--- src/rtl/mac_acc_to_signmag.sv ---
// mac_acc_to_signmag: two-stage pipeline converting a two's-complement MAC
// accumulator into sign / leading-one exponent / truncated normalized mantissa.
module mac_acc_to_signmag #(
  parameter int unsigned IN_WIDTH   = 24,
  parameter int unsigned MANT_WIDTH = 10,
  localparam int unsigned EXP_WIDTH = $clog2(IN_WIDTH)
) (
  input  logic                  i_clk,
  input  logic                  i_rstn,
  input  logic                  i_valid,
  output logic                  o_ready,
  input  logic [IN_WIDTH-1:0]   i_acc,
  output logic                  o_valid,
  input  logic                  i_ready,
  output logic                  o_sign,
  output logic [EXP_WIDTH-1:0]  o_exp,
  output logic [MANT_WIDTH-1:0] o_mant,
  output logic                  o_zero
);

  localparam int unsigned MANT_SHIFT = IN_WIDTH - MANT_WIDTH;

  // Stage 1 registers: sign and absolute magnitude
  logic                  r_s1_valid;
  logic                  r_s1_sign;
  logic [IN_WIDTH-1:0]   r_s1_mag;

  // Stage 2 registers drive the outputs directly
  logic                  r_s2_valid;
  logic                  r_sign;
  logic [EXP_WIDTH-1:0]  r_exp;
  logic [MANT_WIDTH-1:0] r_mant;
  logic                  r_zero;

  logic                  w_s1_load;
  logic                  w_s2_load;
  logic [IN_WIDTH-1:0]   w_mag;
  logic [EXP_WIDTH-1:0]  w_idx;
  logic                  w_found;
  logic [EXP_WIDTH-1:0]  w_shamt;
  logic [IN_WIDTH-1:0]   w_norm;
  logic [MANT_WIDTH-1:0] w_mant;

  // A stage loads when empty or when its content leaves in the same cycle
  assign w_s2_load = r_s1_valid & (~r_s2_valid | i_ready);
  assign o_ready   = ~r_s1_valid | w_s2_load;
  assign w_s1_load = i_valid & o_ready;

  // Magnitude; the most negative input maps to 2^(IN_WIDTH-1), which still fits
  assign w_mag = i_acc[IN_WIDTH-1] ? (~i_acc + IN_WIDTH'(1)) : i_acc;

  // Leading-one search over the stage-1 magnitude
  always_comb begin
    w_idx   = '0;
    w_found = 1'b0;
    for (int i = 0; i < int'(IN_WIDTH); i++) begin
      if (r_s1_mag[i]) begin
        w_idx   = EXP_WIDTH'(i);
        w_found = 1'b1;
      end
    end
  end

  // Normalize so the leading one sits at the MSB, then keep the top mantissa bits
  assign w_shamt = EXP_WIDTH'(IN_WIDTH - 1) - w_idx;
  assign w_norm  = r_s1_mag << w_shamt;
  assign w_mant  = MANT_WIDTH'(w_norm >> MANT_SHIFT);

  // Stage 1: capture sign and magnitude on input transfer
  always_ff @(posedge i_clk or negedge i_rstn) begin
    if (!i_rstn) begin
      r_s1_valid <= 1'b0;
      r_s1_sign  <= 1'b0;
      r_s1_mag   <= '0;
    end else begin
      if (w_s1_load) begin
        r_s1_valid <= 1'b1;
        r_s1_sign  <= i_acc[IN_WIDTH-1];
        r_s1_mag   <= w_mag;
      end else if (w_s2_load) begin
        r_s1_valid <= 1'b0;
      end
    end
  end

  // Stage 2: exponent/mantissa; zero magnitude forces an all-zero, positive result
  always_ff @(posedge i_clk or negedge i_rstn) begin
    if (!i_rstn) begin
      r_s2_valid <= 1'b0;
      r_sign     <= 1'b0;
      r_exp      <= '0;
      r_mant     <= '0;
      r_zero     <= 1'b0;
    end else begin
      if (w_s2_load) begin
        r_s2_valid <= 1'b1;
        r_sign     <= r_s1_sign & w_found;
        r_exp      <= w_found ? w_idx : '0;
        r_mant     <= w_found ? w_mant : '0;
        r_zero     <= ~w_found;
      end else if (i_ready) begin
        r_s2_valid <= 1'b0;
      end
    end
  end

  assign o_valid = r_s2_valid;
  assign o_sign  = r_sign;
  assign o_exp   = r_exp;
  assign o_mant  = r_mant;
  assign o_zero  = r_zero;

endmodule
--- config.mk ---
export PLATFORM = sky130hd
export DESIGN_NAME = mac_acc_to_signmag
export DESIGN_NICKNAME = d
export VERILOG_FILES = /design/src/rtl/mac_acc_to_signmag.sv
export SDC_FILE = /design/constraint.sdc
export NUM_CORES = 1
export LEC_CHECK = 0
export BUFFER_PORTS_ARGS = -buffer_cell sky130_fd_sc_hd__buf_2
export CAP_MARGIN = 20
export CORE_MARGIN = 4
export CORE_UTILIZATION = 59
export DETAILED_ROUTE_END_ITERATION = 6
export PLACE_DENSITY = 0.81
export SETUP_SLACK_MARGIN = 0.3
export SLEW_MARGIN = 20
export SYNTH_ARGS = -nofsm -noshare
export SYNTH_HDL_FRONTEND = slang
export SYNTH_SLANG_ARGS = --single-unit
--- constraint.sdc ---
create_clock -name i_clk -period 3.27 [get_ports i_clk]
set_clock_uncertainty 0.2 [all_clocks]
set_input_delay 0.327 -clock i_clk [delete_from_list [all_inputs] [get_ports i_clk]]
set_output_delay 0.327 -clock i_clk [all_outputs]
set_load 0.05 [all_outputs]
==> out/qor.txt, run 1 <==
GRT Total Usage: 0.289
Crit path launch type: flip-flop
Synth Area in Adders: 0.00343
CTS clk-pin slew, worst paths: 0.08 ns
Synth cell types: 75
Final Hold Fails: 0
Crit-path max FO: 13
Gr ovfl total: 0
Worst endpoint data arrival time: 2.83 ns
Pin count of the biggest net entering global routing: 48
Min Tclk post-route: 2.84 ns
Final setup vio count: 0
Buf/Inv on CP: 0
Chip width: 86.6 um
Placeable core area: 0.00596 mm2
Fmax: 0.353 GHz
Worst-path cell chain: or4_4, o2111ai_1, o211ai_1, a311oi_2, mux2_2, nand2_1, a32o_1, a32o_1
CTS tree: yes
Relative slew slack: 0.360
Pwr/cell area: 638 mW/mm2
R2R Setup Slk: 0.43 ns
Async set or reset register ratio after synthesis: 1.00
CTS buffer count: 5
DRT iter0 DRCs: 430
Worst reg-to-reg path cell count: 8
FF-to-FF End: o_mant[5]
Post-Route WL: 10.4 mm
Final core occ: 0.712
CTS Root Cell: clkbuf_8
Mux contribution to synthesized area: 0.0608
Reg power frac: 0.290
Boundary Pins: 47
TritonRoute pass-1 iters: 5
Max Cap Violations: 0
Avg Cell Area, Syn: 8.25 um2
Run status: finished clean
Die ar.: 0.00750 mm2
Share of cells above drive strength 1: 0.260
Largest delay share family, worst path: compound AO/OA/AOI/OAI gates
Clock Power Share: 0.149
Via count: 3708
Worst Hold End: r_s1_valid
Initial antenna violation count: 0
Initial core utilization: 0.612
Worst Hold Class: primary input to flip-flop
Clock buffer depth: 2
Most frequent CP cell: a32o_1
Mapped cell area: 0.00364 mm2
Setup TNS: 0 ns
Final period utilization: 0.867
Hold path depth: 2
Compound-Gate Fraction of Synth Area: 0.312
Crit path kind: flip-flop to flip-flop
Slew @ Worst Pin: 0.960 ns
Vias in the first global route: 3506
HPWL after DPL: 7.93 mm
Area delta synth->final: 16.3%
Vias per cell: 6.45
Comb pwr share: 0.561
Syn Nets: 471
Number of port buffers: 46
Yosys reg bits: 44
Hold Slack: 0.0310 ns
Area post-placement: 0.00404 mm2
Clk_lat worst skew: 0.30 ns
Gate Count Post-Synth: 442
Largest stage delay on the critical path: 0.65 ns
Slowest-stage cell, CP: or4_4
Die height: 86.6 um
Critical Path End Type: flip-flop
Max VDD drop: 0.374 mV
Final ANT Viol Nets: 0
Ys Warns: 0
Num Clock Sinks: 44
H-Tree Level Count: 2
Avg WL per Cell: 18.1 um
Sw Ratio: 0.473
Synth Flop Type: dfrtp_1
Net total in the final layout: 530
Hold_sp: i_valid
Drc violations: 0
RSZ-0062 raised after global routing: false
Largest family of logic cells by synthesized area: compound AO/OA/AOI/OAI gates
Seq/Total Area, Yosys: 0.302
RD Place Congestion: 0.990
Final instance area: 0.00424 mm2
First-pass GRT wire length: 17.3 mm
Required time of the critical path: 3.27 ns
Ant diodes: 0
Synth Area in Simple Gates: 0.220
Fin. max-slew vios: 0
Switch Pwr: 0.00128 W
Std cell rows: 28
Leak Pwr: 1.80 nW
FF-to-FF Start: r_s1_mag[18]
Int Pwr: 0.00143 W
Post-synth EDFFs: 0
XOR/XNOR Fraction of Synth Area: 0.0505
==> power by group through the flow <==
stage	Clock, W	Sequential (W)	Combinational (W)
after floorplan	0	0.000984	0.000812
after global placement	0	0.000783	0.00141
after detailed placement	0	0.000789	0.00142
after CTS	0.000408	0.000779	0.00145
after global routing	0.000430	0.000801	0.00162
final	0.000404	0.000784	0.00152
==> sequential cells by signal (all words and copies together) (netlist names) <==
| signal | cells |
|---|---|
| o_exp | 5 |
| o_mant | 10 |
| o_sign | 1 |
| o_valid | 1 |
| o_zero | 1 |
| r_s1_mag | 24 |
| r_s1_sign | 1 |
| r_s1_valid | 1 |
==> what timing repair did <==
item                                    CTS  global route
hold buffers                              1             0
buffers inserted                          1             4
pin swaps                                 0             2
cloned                                    0             0
endpoints found under the setup margin    7             9
gates resized for setup                   3             8
endpoints found under the hold margin     2             0
==> area by class of cell <==
cell class,instances,area [um2]
repair buffers,82,503
well taps,75,93.8
flip-flops and latches,44,1100
clock buffers,5,68.8
multi-input cells,360,2410
inverters,8,30.0
fillers,491,1720
clock inverters,1,30.0
==> placed cells by master, fill, tap and decap left out, types with 8 or more instances in the layout <==
cell / count
nand2_1: 80
buf_2: 46
o21ai_0: 43
dfrtp_1: 43
buf_4: 35
nor2_1: 23
xor2_1: 20
a21oi_1: 19
o31ai_1: 10
mux2i_1: 9
inv_1: 8
o211ai_1: 8
o21ai_1: 8
==> worst max path at each step <==
| stage | from | slack (ns) | end | depth (start not counted) |
|---|---|---|---|---|
| final | r_s1_mag[18] | 0.43 | o_mant[5] | 8 |
| after CTS | r_s1_mag[18] | 0.30 | o_mant[1] | 8 |
| after global placement | r_s1_mag[18] | 0.17 | o_mant[8] | 8 |
| after floorplan | r_s1_mag[19] | 0.62 | o_mant[5] | 10 |
| after detailed placement | r_s1_mag[18] | 0.15 | o_mant[8] | 8 |
| after global routing | r_s1_mag[16] | 0.31 | o_mant[6] | 8 |
==> synth_stat cells (5+ instances only) <==
cell type	n	area (um2)
nand3_1	5	25.0
o2111ai_1	6	52.6
mux2i_1	12	120
clkbuf_1	19	71.3
o31ai_1	10	75.1
o21ai_1	8	40.0
dfrtp_1	44	1100
a21oi_1	19	95.1
nor3_1	7	35.0
xor2_1	20	175
a31oi_1	7	43.8
o21ai_0	43	215
nor2_1	23	86.3
a211oi_1	7	52.6
inv_1	8	30.0
nand2_1	80	300
o211ai_1	8	60.1
buf_2	5	25.0
mux2_2	7	78.8
nor4_1	5	31.3
==> layer usage <==
metal	vias to the layer above	share of wire	global-route usage	wire length, um
met3	41	0.074	0.0361	775
met1	1688	0.43	0.379	4440
met2	214	0.46	0.480	4800
met4	0	0.039	0.123	402
met5	-	0	0	0
li1	1765	-	-	-
==> per-stage QoR <==
stage | total power (W) | setup WS [ns] | instances
after global routing | 0.00286 | 0.307 | 575
final | 0.00271 | 0.434 | 575
after CTS | 0.00264 | 0.302 | 571
after detailed placement | 0.00221 | 0.153 | 563
after floorplan | 0.00180 | 0.619 | 442
after global placement | 0.00220 | 0.165 | 563
==> cell families after synthesis <==
logic type,count (synthesis)
and+or+nand+nor,162
buffers and inverters,38
DFF,44
AOI/OAI and AO/OA,156
xor gates and xnor gates,21
adders and majority gates,1
muxes,20
Note: power is estimated with default switching activity, not from simulation.
==> run 2, diff against run 1 <==
Settings changed: CORE_UTILIZATION 59 to 50, MAX_ROUTING_LAYER from default to met4, PLACE_DENSITY 0.81 to 0.71.
==> run 2 against run 1 <==
Against the previous run:
- the run now ends with design-rule violations left
- global-route usage is 4.5 points lower
- critical path depth stayed put
- highest routed layer unchanged
- first-iteration DRC count is 21% higher
- routed wire length is 1.0% lower
- critical path type unchanged
- sequential power is 0.6% higher
- design area is 0.91% higher
==> out/qor.txt, run 2 (same netlist as run 1, synthesis figures left out) <==
Run status: complete, but fails checks
Failing checks: design-rule violations
Final setup vio count: 0 (unchanged)
Worst Hold Class: primary input to flip-flop
Chip width: 93.4 um (+7.8%)
Avg WL per Cell: 17.3 um (-4.3%)
Max reg flops: 24 (unchanged)
Max Cap Violations: 0 (unchanged)
Crit-path max FO: 8 (-5)
Required time of the critical path: 3.26 ns (about the same)
RD Place Congestion: 1.04 (+5.5%)
GRT Total Usage: 0.243 (-0.0454)
Fin. max-slew vios: 0 (unchanged)
Most common cell after layout, fill and taps aside: nand2_1
Std cell rows: 30 (+7.1%)
Biggest register: r_s1_mag
CTS clk-pin slew, worst paths: 0.09 ns (about the same)
Area taken by flip-flops and latches: 0.00110 mm2 (unchanged)
Ant diodes: 0 (unchanged)
Comb pwr share: 0.545 (-0.016)
TritonRoute pass-1 iters: 7 (+2)
Post-Route WL: 10.3 mm (-1.0%)
Area delta synth->final: 17.4%
Gr ovfl total: 0 (unchanged)
Final ANT Viol Nets: 0 (unchanged)
RSZ-0062 raised after global routing: true
Initial antenna violation count: 0 (unchanged)
Die ar.: 0.00872 mm2 (+16%)
Relative slew slack: 0.382 (+0.0214)
Initial core utilization: 0.525 (-0.0871)
Clk_lat worst skew: 0.30 ns (about the same)
Final Hold Fails: 0 (unchanged)
Number of port buffers: 46 (unchanged)
Drc violations: 1 (+1)
CTS tree: yes
Int Pwr: 0.00144 W (+0.84%)
Net total in the final layout: 527 (-0.57%)
Placeable core area: 0.00694 mm2 (+17%)
Pin count of the biggest net entering global routing: 45 (-6.3%)
H-Tree Level Count: 2 (unchanged)
Boundary Pins: 47 (unchanged)
First-pass GRT wire length: 16.8 mm (-3.2%)
Die height: 93.4 um (+7.8%)
Pwr/cell area: 637 mW/mm2 (-0.11%)
Critical Path End Type: flip-flop
DRT iter0 DRCs: 520 (+21%)
Sw Ratio: 0.472 (about the same)
Worst endpoint data arrival time: 2.91 ns (+0.08 ns)
Num Clock Sinks: 44 (unchanged)
Switch Pwr: 0.00129 W (+0.76%)
Leak Pwr: 1.79 nW (-0.37%)
HPWL after DPL: 7.76 mm (-2.1%)
Area of the multi-input gates: 0.00243 mm2 (+0.83%)
CTS buffer count: 5 (unchanged)
Commonest cells after routing, fill and taps aside: nand2_1 (80), buf_2 (46), o21ai_0 (43), dfrtp_1 (43), buf_4 (31)
Final period utilization: 0.892 (+0.0249)
Hold Slack: 0.0215 ns (-0.00941 ns)
Crit path kind: flip-flop to flip-flop
Vias per cell: 6.23 (-3.3%)
Vias in the first global route: 3396 (-3.1%)
Max VDD drop: 0.254 mV (-32%)
Share of cells above drive strength 1: 0.261 (+0.000521)
Clock buffer depth: 2 (unchanged)
Reg power frac: 0.290 (about the same)
Fillers: 623 (+27%)
Setup TNS: 0 ns (unchanged)
Crit path launch type: flip-flop
Min Tclk post-route: 2.92 ns (+0.0814 ns)
Slew @ Worst Pin: 0.928 ns (-0.0321 ns)
Fmax: 0.343 GHz (-2.8%)
CTS Root Cell: clkbuf_8
Clock Power Share: 0.165 (+0.016)
Via count: 3709 (+0.027%)
## run 2: worst paths after layout
check | from | endpoint | slack (ns) | cells past startpoint
max in group asynchronous | i_rstn | r_s1_mag[15] | 1.74 | 2
worst min-delay path | i_valid | r_s1_valid | 0.02 | 2
worst max register to register | r_s1_mag[15] | o_mant[5] | 0.35 | 8
worst max-delay path | r_s1_mag[15] | o_mant[5] | 0.35 | 8
min in group asynchronous | i_rstn | o_mant[9] | 0.49 | 2
worst min register to register | o_sign | o_sign | 0.28 | 2
## run 2: what timing repair did
action / 4_1_cts / 5_1_grt
resized for setup: 4 / 10
setup endpoints to repair: 8 / 8
hold endpoints to repair: 20 / 0
gates cloned: 0 / 1
pin swaps: 0 / 2
setup buffers: 0 / 1
hold buffers: 1 / 0
## run 2: power groups by stage
| stage | Combinational (W) | Sequential [W] | Clock, W |
|---|---|---|---|
| floorplan | 0.000812 | 0.000984 | 0 |
| global placement | 0.00140 | 0.000783 | 0 |
| detailed placement | 0.00141 | 0.000789 | 0 |
| CTS | 0.00143 | 0.000779 | 0.000459 |
| global route | 0.00160 | 0.000807 | 0.000480 |
| finish | 0.00149 | 0.000789 | 0.000450 |
## run 2: routing by layer
metal | share of wire | wire length, um | track usage
met5 | 0 | 0 | -
met3 | 0.085 | 872 | 0.0426
met1 | 0.42 | 4380 | 0.324
met4 | 0.043 | 441 | 0.0965
met2 | 0.45 | 4620 | 0.369
## run 2: stage by stage
stage | total power, W | utilization | worst slack (ns) | std cells | area (um2)
after CTS | 0.00267 | 0.606 | 0.355 | 593 | 4210
after global routing | 0.00288 | 0.616 | 0.237 | 595 | 4280
after global placement | 0.00219 | 0.585 | 0.181 | 584 | 4060
after floorplan | 0.00180 | - | 0.619 | 442 | 3640
final | 0.00273 | 0.616 | 0.353 | 595 | 4280
after detailed placement | 0.00220 | 0.585 | 0.150 | 584 | 4060
## run 2: worst max-delay path, stage by stage (launching register included)
cell and delay [ns]:
dfrtp_2 0.48, or4_4 0.63, o2111ai_1 0.15, o211ai_1 0.12, a311oi_1 0.41, mux2_2 0.24, nand2_1 0.07, a32o_1 0.28
a32o_1 0.22
## run 2: layout make-up
| class | instances | share of cell area |
|---|---|---|
| tap | 96 | 0.0281 |
| timing repair buffer | 78 | 0.111 |
| sequential | 44 | 0.258 |
| clock buffer | 6 | 0.0193 |
| clock inverter | 2 | 0.00907 |
| inverter | 8 | 0.00702 |
| multi-input combinational | 361 | 0.568 |
